<file path="src/rtl/gen_pulse_stretcher.sv">
// gen_pulse_stretcher
// Turns single-cycle event pulses into spaced high/low windows on a level
// line. Each accepted event produces one high window of HIGH_CYCLES followed
// by at least LOW_CYCLES low. A far-side synchronizer and edge detector
// therefore see exactly one rising edge per event. Events that arrive while a
// window is running are queued in a saturating pending counter. Events that
// cannot be queued are dropped, and the drop sets a sticky overflow flag.
//
// state   | meaning
// --------+----------------------------------------------------------
// ST_IDLE | line low, nothing in flight; launches on any request
// ST_HIGH | line high, timer counts down the high window
// ST_LOW  | line low, timer counts down the minimum low gap
module gen_pulse_stretcher #(
    parameter int HIGH_CYCLES = 4,
    parameter int LOW_CYCLES  = 4,
    parameter int PEND_BITS   = 3
) (
    input  logic                 clk,
    input  logic                 n_rst,
    input  logic                 pulse_in,
    input  logic                 clear,
    output logic                 sig_out,
    output logic                 busy,
    output logic [PEND_BITS-1:0] pending,
    output logic                 overflow
);

    localparam int MAX_CYC = (HIGH_CYCLES > LOW_CYCLES) ? HIGH_CYCLES : LOW_CYCLES;
    // Keep at least one timer bit so that 1-cycle windows still elaborate.
    localparam int TW      = (MAX_CYC > 1) ? $clog2(MAX_CYC) : 1;

    localparam logic [TW-1:0]        HIGH_LOAD = TW'(HIGH_CYCLES - 1);
    localparam logic [TW-1:0]        LOW_LOAD  = TW'(LOW_CYCLES - 1);
    localparam logic [TW-1:0]        TIMER_ONE = TW'(1);
    localparam logic [PEND_BITS-1:0] PEND_ONE  = PEND_BITS'(1);
    localparam logic [PEND_BITS-1:0] PEND_MAX  = '1;

    typedef enum logic [1:0] {
        ST_IDLE = 2'd0,
        ST_HIGH = 2'd1,
        ST_LOW  = 2'd2
    } state_t;

    state_t               r_state;
    logic [TW-1:0]        r_timer;
    logic                 r_sig;
    logic [PEND_BITS-1:0] r_pending;
    logic                 r_overflow;

    logic w_pend_nz;
    logic w_req;
    logic w_tc;
    logic w_launch;
    logic w_consume;
    logic w_direct;
    logic w_accept;

    assign w_pend_nz = (r_pending != '0);
    assign w_req     = pulse_in | w_pend_nz;
    assign w_tc      = (r_timer == '0);
    assign w_launch  = w_req & ((r_state == ST_IDLE) | ((r_state == ST_LOW) & w_tc));
    // A launch drains the queue first. Only with an empty queue does the
    // launch take the incoming pulse directly, bypassing the counter.
    assign w_consume = w_launch & w_pend_nz;
    assign w_direct  = w_launch & ~w_pend_nz;
    assign w_accept  = pulse_in & ~w_direct;

    // Window sequencing, timer and pending/overflow bookkeeping.
    always_ff @(posedge clk or negedge n_rst) begin
        if (!n_rst) begin
            r_state    <= ST_IDLE;
            r_timer    <= '0;
            r_sig      <= 1'b0;
            r_pending  <= '0;
            r_overflow <= 1'b0;
        end else if (clear) begin
            r_state    <= ST_IDLE;
            r_timer    <= '0;
            r_sig      <= 1'b0;
            r_pending  <= '0;
            r_overflow <= 1'b0;
        end else begin
            case (r_state)
                ST_IDLE: begin
                    if (w_launch) begin
                        r_state <= ST_HIGH;
                        r_sig   <= 1'b1;
                        r_timer <= HIGH_LOAD;
                    end
                end
                ST_HIGH: begin
                    if (w_tc) begin
                        r_state <= ST_LOW;
                        r_sig   <= 1'b0;
                        r_timer <= LOW_LOAD;
                    end else begin
                        r_timer <= r_timer - TIMER_ONE;
                    end
                end
                ST_LOW: begin
                    if (w_tc) begin
                        if (w_launch) begin
                            r_state <= ST_HIGH;
                            r_sig   <= 1'b1;
                            r_timer <= HIGH_LOAD;
                        end else begin
                            r_state <= ST_IDLE;
                        end
                    end else begin
                        r_timer <= r_timer - TIMER_ONE;
                    end
                end
                default: begin
                    r_state <= ST_IDLE;
                    r_sig   <= 1'b0;
                    r_timer <= '0;
                end
            endcase

            // Accept and consume in the same cycle cancel out, even when the
            // queue is full, so that case is never counted as a drop.
            if (w_accept && !w_consume) begin
                if (r_pending == PEND_MAX) begin
                    r_overflow <= 1'b1;
                end else begin
                    r_pending <= r_pending + PEND_ONE;
                end
            end else if (!w_accept && w_consume) begin
                r_pending <= r_pending - PEND_ONE;
            end
        end
    end

    assign sig_out  = r_sig;
    assign pending  = r_pending;
    assign overflow = r_overflow;
    assign busy     = (r_state != ST_IDLE) | w_pend_nz;

endmodule

</file>
<file path="config.mk">
export PLATFORM = sky130hd
export DESIGN_NAME = gen_pulse_stretcher
export DESIGN_NICKNAME = d
export VERILOG_FILES = /design/src/rtl/gen_pulse_stretcher.sv
export SDC_FILE = /design/constraint.sdc
export NUM_CORES = 1
export LEC_CHECK = 0
export ABC_AREA = 0
export BUFFER_PORTS_ARGS = -buffer_cell sky130_fd_sc_hd__buf_2
export CAP_MARGIN = 20
export CORE_ASPECT_RATIO = 0.7
export CORE_MARGIN = 2
export CORE_UTILIZATION = 30
export DETAILED_ROUTE_END_ITERATION = 6
export PLACE_DENSITY = 0.48
export SLEW_MARGIN = 20
export SYNTH_ARGS = -nofsm -noshare
export SYNTH_HDL_FRONTEND = slang
export SYNTH_SLANG_ARGS = --single-unit
export TNS_END_PERCENT = 50
</file>
<file path="constraint.sdc">
create_clock -name clk -period 5.24 [get_ports clk]
set_clock_uncertainty 0.05 [all_clocks]
set_input_delay 0.786 -clock clk [delete_from_list [all_inputs] [get_ports clk]]
set_output_delay 0.786 -clock clk [all_outputs]
set_load 0.1 [all_outputs]
</file>
# Word-level counts from Yosys, hierarchy flattened
# Cells that the tools add are included.
# classes
add_sub_neg,3
mul,0
n_div,0
n_lt_le_gt_ge,0
n_eq_ne,7
shifts,0
mux,23
n_bitwise,10
reduce_logical,15
# op_table
op,n
2-bit two-way mux,8
3-bit two-way mux,4
"3-bit != test, second input constant",4
2-bit case mux with 3 select lines,2
1-bit two-way mux,8
2-bit AND reduction,3
2-bit nonzero test,3
3-bit nonzero test,2
1-bit AND,5
2-bit zero test,2
"3-bit by 1-bit adder with 3-bit output, second input constant",1
"3-bit equality test, second input constant",1
1-bit OR,3
1-bit case mux with 3 select lines,1
3-bit AND reduction,1
"3-bit by 1-bit subtractor with 3-bit output, second input constant",1
"2-bit by 1-bit equality test with 1-bit output, second input constant",1
"2-bit equality test, second input constant",1
1-bit logical AND,2
1-bit zero test,2
1-bit inverter,2
"2-bit by 1-bit subtractor with 2-bit output, second input constant",1
# totals
reg_bits,9
latchBits,0
ram_bits,0
rom_bits,0
out_inout_bits,6
memories,0

# Depth between registers and ports, before layout
# logic_depth
ltp_word,12
ltp_mapped,10
ltp_nobuf,10

# Worst setup path after synthesis
# Ideal clock, no wire load.
# synth_timing
path_type,register -> output
from,register r_pending[0] (netlist: pending[0])
to,output port busy
arrival_time_ns,1.974
t_required_ns,4.404
slack_ns,2.430
path_stages_with_launch,4
path_cell_list,dfrtp_1 inv_1 nand3_1 or3_1
# synth_via
elab_chain_cells,2
# synth_lines
item,line,source
start: declaration,48,logic [PEND_BITS-1:0] r_pending;
start signal: assignment,127,r_pending <= r_pending + PEND_ONE;
start signal: assignment,130,r_pending <= r_pending - PEND_ONE;
3-bit nonzero test,59,assign w_pend_nz = (r_pending != '0);
1-bit OR,138,assign busy = (r_state != ST_IDLE) | w_pend_nz;
end: declaration,24,"output logic busy,"
# No other way between the ends.

# Worst setup path after layout
# layout_timing
from,register r_timer[0]
to,register r_pending[2] (netlist: pending[2])
# layout_via
elab_chain_cells,11
word_cells_on_any_way,17
# layout_lines
item,line,source
start: declaration,46,logic [TW-1:0] r_timer;
start signal: assignment,98,r_timer <= r_timer - TIMER_ONE;
start signal: assignment,111,r_timer <= r_timer - TIMER_ONE;
2-bit zero test *,61,assign w_tc = (r_timer == '0);
1-bit AND *,62,assign w_launch = w_req & ((r_state == ST_IDLE) | ((r_state == ST_LOW) & w_tc));
1-bit OR *,62,
1-bit AND *,62,
1-bit AND,66,assign w_direct = w_launch & ~w_pend_nz;
1-bit inverter,67,assign w_accept = pulse_in & ~w_direct;
1-bit AND,67,
1-bit zero test,129,end else if (!w_accept && w_consume) begin
1-bit logical AND,129,
3-bit nonzero test (no line),--,
2-bit AND reduction (no line),--,
# Mark *: on every way between the ends. The rest lies on a longest branch, timed or not.
# A chain may end at the register's enable or synchronous reset.

==> metrics.yaml <==
outcome:
  status: "completed"
global_route:
  grt_pass1_vias: 487
  antenna_found_initial: 0
  grt_pass1_wl_um: 2390
  grt_usage: 0.132
  grt_remaining_overflow: 0
  grt_max_degree: 18
sta:
  final.setup.worst_slack_ps: 2580
  clock.fmax_ghz: 0.376
  relSlewSlack: 0.679
  finalSetupViolCount: 0
  fin_tns_setup_ps: 0
  rsz0062_at_grt: "false"
  hold_viol: 0
  tightest_slew_ps: 485
  fin_crit_ps: 2660
  finalMaxSlewViolations: 0
  fin_crit_sh: 0.508
die:
  core-area_mm2: 0.00187
  start_util: 0.323
  num_rows: 13
  die_x_um: 57.6
  die_y_um: 41.6
  ioPinCount: 10
  dieArea_mm2: 0.00240
logic_synthesis:
  synth_mux_area_frac: 0.0373
  synth_cell_types: 32
  synth-compound-area-share: 0.213
  syn_nets: 75
  synth_top_family_by_area: "simple AND/OR/NAND/NOR gates"
  synth_area_um2: 604
  ys_warn_count: 0
  synth-xor-area-share: 0
  synthAdderAreaFrac: 0.0745
  syn_inst: 68
  synth_simple_gate_area_frac: 0.234
  synthArstFlopShare: 1.00
  yosys_register_bits: 9
  syn_area_per_cell_um2: 8.89
  synth.yosys.seq_area_share: 0.373
  ys.flop_type: "dfrtp_1"
  synth-edff-count: 0
clock_network:
  clkLatencyLatePin_ps: 260
  cts_buffer_depth: 2
  cts_tree: "built"
  clk_pin_slew_ps: 60
  htreeDepth: 1
  cts_repair_resize_count: 0
  clock_sinks: 9
  cts_buffers: 3
  cts_setup_buffers: 0
  cts_hold_buf: 0
  root_buffer: "clkbuf_4"
finish:
  nNetsFinal: 86
  antenna_cells: 0
  post-route-cell-area_um2: 692
  fillerInstances: 186
  area_growth_pct: 14.5
  drive_above_1_share: 0.218
  final_cell_mix: "buf_2, dfrtp_1, inv_1, o21ai_0, nor2_1"
drt:
  dr.pass1.iters: 3
  wl_met2_um: 512
  first_iter_violations: 9
  wirelength_met1_um: 744
  top_layer_used: "met3"
  vias: 511
  wl_um: 1310
  drtAntennaViolNets: 0
  wire_per_inst_um: 13.1
  drc: 0
  avgViaCountPerCell: 5.11
  wl_met3_um: 51
worst_setup_path:
  crit_required_ps: 5370
  cp_max_fo: 8
  arrival_ps: 2790
  cp-end-kind: "flop"
  start_kind: "flop"
  worstSetupPathType: "reg -> reg"
placement:
  dpl_worst_slack_ps: 2600
  io_buffers: 9
  hpwl_um: 940
  place_congestion: 0.746
  placed_cell_area_um2: 666
min_path:
  hp-class: "in -> async"
run:
  cap_violations: 0
## layout make-up
type / instances / area [um^2] / area share
clock buffers: 4 / 26.3 / 0.0380
inverters: 8 / 30.0 / 0.0434
well taps: 22 / 27.5 / 0.0398
multi-input cells: 48 / 338 / 0.488
flip-flops and latches: 9 / 225 / 0.325
repair buffers: 9 / 45.0 / 0.0651
## cells by family (layout without fill, tap and decap cells)
| logic type | after synthesis | in the layout |
|---|---|---|
| compound gates | 19 | 19 |
| simple gates | 24 | 24 |
| flops | 9 | 9 |
| mux | 2 | 2 |
| fa+ha+maj | 3 | 3 |
| buf+inv | 11 | 21 |
## cell usage after synthesis, types with 2 or more instances
library cell | count | area (um^2)
dfrtp_1 | 9 | 225
nor3_1 | 2 | 10.0
o211a_1 | 2 | 20.0
nand3_1 | 2 | 10.0
mux2_1 | 2 | 22.5
or4_1 | 2 | 15.0
a31oi_1 | 2 | 12.5
or3b_2 | 2 | 17.5
o21ai_0 | 4 | 20.0
nor2_1 | 4 | 15.0
inv_1 | 8 | 30.0
clkbuf_1 | 3 | 11.3
or3_1 | 2 | 12.5
a21oi_1 | 3 | 15.0
nand2_1 | 3 | 11.3
ha_1 | 2 | 25.0
## stage by stage
| step | utilization | hold WS, ps | cells |
|---|---|---|---|
| 3_5_place_dp | 0.356 | 447 | 96 |
| 3_3_place_gp | 0.356 | 436 | 96 |
| 5_1_grt | 0.370 | 325 | 100 |
| 4_1_cts | 0.370 | 319 | 100 |
| 2_1_floorplan | - | 440 | 68 |
| 6_report | 0.370 | 320 | 100 |
## worst paths after layout
path / start / endpoint / slack, ps / cells after the start
hold / removal: n_rst / r_state[1] / 320 / 1
hold reg to reg: overflow / overflow / 450 / 2
max in group asynchronous: n_rst / r_timer[1] / 4630 / 1
setup reg to reg: r_timer[0] / pending[2] / 2580 / 10
min in group clk: overflow / overflow / 450 / 2
setup / recovery: r_timer[0] / pending[2] / 2580 / 10
## state kept, by name, indices dropped and copies added, names as in the netlist
| register | cells |
|---|---|
| pending | 3 |
| r_state | 2 |
| r_timer | 2 |
| overflow | 1 |
| sig_out | 1 |
## worst max-delay path, cell delays in order (launching register included)
cell and delay, ps:
dfrtp_1 400, inv_1 80, ha_1 320, nor2b_2 120, or2_2 300, and2_1 180
fa_1 390, inv_1 90, o22ai_1 90, or4_1 470, o211ai_1 90
## per-layer routing
metal / track usage / vias to the layer above
li1: - / 264
met1: 0.206 / 241
met2: 0.157 / 6
met3: 0.0654 / 0
met4: 0.0279 / 0
met5: 0 / -
Power is left out: the tool's default activity adds up to more than one toggle a clock period on the data nets, which glitch-free logic cannot reach.
